--- config.mk ---
export PLATFORM = sky130hd
export DESIGN_NAME = fxp_product_normalize
export DESIGN_NICKNAME = d
export VERILOG_FILES = /design/src/rtl/fxp_product_normalize.sv
export SDC_FILE = /design/constraint.sdc
export NUM_CORES = 1
export LEC_CHECK = 0
export ABC_AREA = 1
export BUFFER_PORTS_ARGS = -buffer_cell sky130_fd_sc_hd__buf_2
export CAP_MARGIN = 15
export CORE_MARGIN = 4
export CORE_UTILIZATION = 55
export CTS_CLUSTER_SIZE = 8
export DETAILED_ROUTE_END_ITERATION = 8
export PLACE_DENSITY_LB_ADDON = 0.25
export SLEW_MARGIN = 25
export SYNTH_ARGS = -nofsm -noshare
export SYNTH_HDL_FRONTEND = slang
export SYNTH_SLANG_ARGS = --single-unit
--- constraint.sdc ---
create_clock -name i_clk -period 1.8 [get_ports i_clk]
set_input_delay 0.27 -clock i_clk [delete_from_list [all_inputs] [get_ports i_clk]]
set_output_delay 0.27 -clock i_clk [all_outputs]
set_load 0.02 [all_outputs]
--- src/rtl/fxp_product_normalize.sv ---
// Rounds a 2*operand_size fixed-point product back to operand_size bits, saturating on overflow.
// Latency: 2 cycles, 1 sample/cycle. Backpressure: i_ready stalls both stages, o_ready is combinational.
// Saturated transfers are counted in a sticky, clearable event counter.
module fxp_product_normalize #(
  parameter int fractional_size = 12,
  parameter int operand_size    = 32,
  parameter int count_size      = 16
) (
  input  logic                      i_clk,
  input  logic                      i_rst_n,
  input  logic [2*operand_size-1:0] i_product,
  input  logic                      i_valid,
  output logic                      o_ready,
  output logic [operand_size-1:0]   o_res,
  output logic                      o_sat,
  output logic                      o_valid,
  input  logic                      i_ready,
  input  logic                      i_clr_count,
  output logic [count_size-1:0]     o_sat_count
);

  localparam int PW = 2 * operand_size;
  localparam int SW = PW + 1;

  localparam logic signed [SW-1:0] RND  =
    {{(SW-fractional_size){1'b0}}, 1'b1, {(fractional_size-1){1'b0}}};
  localparam logic signed [SW-1:0] MAXV =
    {{(SW-operand_size+1){1'b0}}, {(operand_size-1){1'b1}}};
  localparam logic signed [SW-1:0] MINV =
    {{(SW-operand_size+1){1'b1}}, {(operand_size-1){1'b0}}};
  localparam logic [count_size-1:0] CNT_ONE = {{(count_size-1){1'b0}}, 1'b1};

  logic                     s1_valid_q;
  logic signed [SW-1:0]     s1_val_q, s1_val_d, sum;
  logic                     s2_valid_q;
  logic [operand_size-1:0]  res_q, res_d;
  logic                     sat_q, sat_d;
  logic [count_size-1:0]    sat_cnt_q, sat_cnt_d;
  logic                     en1, en2;

  assign en2     = i_ready || !s2_valid_q;
  assign en1     = en2 || !s1_valid_q;
  assign o_ready = en1;

  always_comb begin
    // One extra bit of headroom makes the rounding add overflow-free.
    sum      = $signed({i_product[PW-1], i_product}) + RND;
    s1_val_d = sum >>> fractional_size;
    res_d    = s1_val_q[operand_size-1:0];
    sat_d    = 1'b0;
    if (s1_val_q > MAXV) begin
      res_d = {1'b0, {(operand_size-1){1'b1}}};
      sat_d = 1'b1;
    end else if (s1_val_q < MINV) begin
      res_d = {1'b1, {(operand_size-1){1'b0}}};
      sat_d = 1'b1;
    end
  end

  always_comb begin
    sat_cnt_d = sat_cnt_q;
    if (i_clr_count) begin
      sat_cnt_d = '0;
    end else if (s2_valid_q && i_ready && sat_q && (sat_cnt_q != '1)) begin
      sat_cnt_d = sat_cnt_q + CNT_ONE;
    end
  end

  always_ff @(posedge i_clk or negedge i_rst_n) begin
    if (!i_rst_n) begin
      s1_valid_q <= 1'b0;
      s1_val_q   <= '0;
      s2_valid_q <= 1'b0;
      res_q      <= '0;
      sat_q      <= 1'b0;
      sat_cnt_q  <= '0;
    end else begin
      if (en1) begin
        s1_valid_q <= i_valid;
        s1_val_q   <= s1_val_d;
      end
      if (en2) begin
        s2_valid_q <= s1_valid_q;
        res_q      <= res_d;
        sat_q      <= sat_d;
      end
      sat_cnt_q <= sat_cnt_d;
    end
  end

  assign o_valid     = s2_valid_q;
  assign o_res       = res_q;
  assign o_sat       = sat_q;
  assign o_sat_count = sat_cnt_q;

endmodule

==> flow_metrics.py <==
metrics = {
    "route": {
        "via_per_inst": 5.31,
        "wl_um": 17000,
        "drtIter0Drc": 603,
        "drt_drc_violations_left": 2,
        "first_pass_iters": 9,
        "detail-route-antenna-nets": 0,
        "wire_per_inst_um": 14.6,
        "num_vias": 6172,
    },
    "placement": {
        "hpwl_um": 13500,
        "placed_area_sq_mm": 0.00703,
        "place.gp.congestion": 1.00,
        "port_buffers": 108,
        "dpl.cell_count": 1144,
    },
    "floorplan": {
        "die_w_um": 114,
        "start_util_pct": 56.6,
        "die_h_um": 114,
        "core_area_sq_mm": 0.0109,
        "io_pins": 120,
        "core.rowCount": 38,
        "die-area_sq_mm": 0.0130,
    },
    "critical_path": {
        "arrival_ps": 1460,
        "rrSetupSlack_ps": 120,
        "reg2reg_depth": 9,
        "cp_slowest_cell": "dfrtp_1",
        "required_ps": 1530,
        "r2r-start": "o_sat_count[0]",
        "endpoint_kind": "primary output",
        "critPathKind": "flip-flop to primary output",
        "crit_path_frequent_cell": "nor2_4",
        "cp_slowest_stage_delay_ps": 380,
        "r2r_end": "o_sat_count[4]",
        "crit_chain": "inv_1, nor2_4, inv_2, nor2_4, inv_8, buf_2",
        "startpoint_type": "flip-flop",
        "cp_max_fo": 38,
    },
    "power_and_ir_drop": {
        "power_density_mw_per_mm2": 793,
        "p_leak_uw": 0.00340,
        "vdd_drop_max_uv": 626,
    },
    "sta": {
        "rsz0062_at_grt": "yes",
        "fmax_mhz": 578,
        "finalSetupTns_ps": 0,
        "fin_skew_ps": 12.8,
        "tightest_slew_ps": 485,
        "slew_viol_final": 0,
        "holdWs_ps": 125,
        "fin_crit_ps": 1730,
        "finalCritPeriodShare_pct": 96.2,
        "hold_viol": 0,
        "slew_headroom_pct": 67.4,
        "finalSetupViolCount": 0,
    },
    "clocking": {
        "cts.path.max_buffers": 2,
        "clock_latency_ps": 380,
        "root_buffer": "clkbuf_8",
        "h-tree-depth": 3,
        "cts_buffers": 9,
        "cts_tree": "done",
        "cts.sinks": 104,
        "clk_transition_reported_paths_ps": 100,
    },
    "grt": {
        "grt_usage_pct": 26.7,
        "antenna_found_initial": 0,
        "grt_max_degree": 62,
        "grt_pass1_vias": 5656,
        "grt_pass1_wl_um": 27500,
        "overflow": 0,
    },
    "cells_and_area": {
        "area_delta_synth_final_pct": 19.4,
        "num-nets-final": 1089,
        "antenna_cells": 0,
        "fin_util_pct": 67.5,
        "drive_gt1_share_pct": 18.2,
        "fin_area_sq_mm": 0.00735,
        "fin_cells": 1163,
    },
    "synthesis": {
        "syn-num-nets": 962,
        "synthMuxAreaShare_pct": 0,
        "yosysWarnings": 0,
        "synth_top_family_by_area": "simple AND/OR/NAND/NOR gates",
        "synth.avg_cell_area_sq_um": 6.91,
        "synthCells": 891,
        "synth_seq_cells": 104,
        "ys_seq_area_share_pct": 42.3,
        "synthSimpleGateAreaFrac_pct": 39.1,
        "synth_compound_area_share_pct": 7.46,
        "syn_area_sq_mm": 0.00616,
        "synth-adder-area-share_pct": 0.406,
        "synthArstFlopShare_pct": 100,
        "yosysUniqueCellTypes": 35,
        "synthXorXnorAreaFrac_pct": 4.98,
        "ys.flop_type": "dfrtp_1",
        "synth_edf_count": 0,
    },
    "worst_hold_path": {
        "worstHoldEndpoint": "s1_valid_q",
        "hold_class": "primary input to flip-flop",
        "hold_depth": 2,
        "worstHoldStart": "i_valid",
    },
    "run_status": {
        "status": "finished with violations",
        "violations": "DRC",
    },
    "flow_run": {
        "maxCapViolations": 0,
    },
}
worst max-delay path by stage:
stage                         from              end  slack (ps)  cells past startpoint
floorplan           o_sat_count[1]  o_sat_count[10]         110                      9
global placement     i_product[11]     s1_val_q[31]         120                     10
detailed placement   i_product[11]     s1_val_q[31]         110                     10
CTS                        o_valid          o_ready          20                      6
global route               o_valid          o_ready         -20                      6
finish                     o_valid          o_ready          70                      6
state kept, by name (all words and copies together), names as in the netlist:
| signal | flops |
|---|---|
| o_sat | 1 |
| s1_valid_q | 1 |
| o_sat_count | 16 |
| s1_val_q | 53 |
| o_valid | 1 |
| o_res | 32 |
area by class of cell:
class	count	area, sq um
fillers	1017	3530
repair buffers	140	848
inverters	59	236
well taps	140	175
clock inverters	7	143
flip-flops and latches	104	2600
clock buffers	9	124
multi-input cells	704	3220
synthesized netlist by cell type, types with 2 or more instances:
master	count	area, sq um
nand4_1	25	156
nand2_1	334	1250
nor3_2	3	30.0
dfrtp_1	104	2600
nor2_4	2	22.5
ha_1	2	25.0
a31oi_1	3	18.8
nand3_2	2	20.0
xnor2_1	19	166
nor2_1	154	578
nor3_1	11	55.1
o21ai_2	10	87.6
buf_2	8	40.0
or2_2	2	12.5
o31ai_1	2	15.0
nand3_1	41	205
clkbuf_1	12	45.0
nor2_2	5	31.3
inv_2	3	11.3
a21oi_1	33	165
o21ai_1	5	25.0
inv_1	55	206
xor2_1	16	140
nand3b_1	2	15.0
o21ai_0	28	140
power breakdown:
group	internal, uW	total [uW]	switching (uW)
logic	416	1210	794
clock network	1070	1870	803
registers	2590	2750	156
total	4080	5830	1750
layer usage:
metal / vias up / track usage [%] / part of all wire (%)
met5: - / 0 / 0
met4: 0 / 9.11 / 2.9
met3: 37 / 4.24 / 5.7
met2: 195 / 44.1 / 47
met1: 2839 / 36.0 / 45
li1: 3101 / - / -
layout by cell type (no fill, tap or decap), drive strengths merged, types with 3 or more instances in the layout:
master / count
nor3: 14
o21ai: 43
a21oi: 33
bufinv: 4
xor2: 16
dfrtp: 104
clkbuf: 9
nor2: 161
nand2: 336
nand4: 25
nand3: 43
xnor2: 19
a31oi: 3
inv: 60
buf: 139
critical path: cells and delay by family (launching register included):
kind                   cells  cell delay [ps]
AND/OR/NAND/NOR            2              270
flip-flops                 1              380
buffers and inverters      4              420
stage by stage:
stage | total power (uW) | setup slack, ps
CTS | 5850 | 21.1
detailed placement | 3990 | 106
finish | 5830 | 69.1
floorplan | 3470 | 108
global placement | 3950 | 117
global route | 6120 | -15.7
logic make-up (layout without fill, tap and decap cells):
kind of cell	count (synthesis)	count (layout)
AOI/OAI and AO/OA	82	82
buffers and inverters	83	215
and+or+nand+nor	585	585
xor gates and xnor gates	35	35
adders and majority gates	2	2
DFF	104	104
timing repair:
| action | in CTS | in global routing |
|---|---|---|
| pin swaps | 1 | 1 |
| buffers inserted | 1 | 1 |
| setup endpoints to repair | 1 | 9 |
| gates resized for setup | 3 | 4 |
| hold buffers | 1 | 0 |
| hold endpoints to repair | 29 | 0 |
Power figures use the tool's default switching activity.
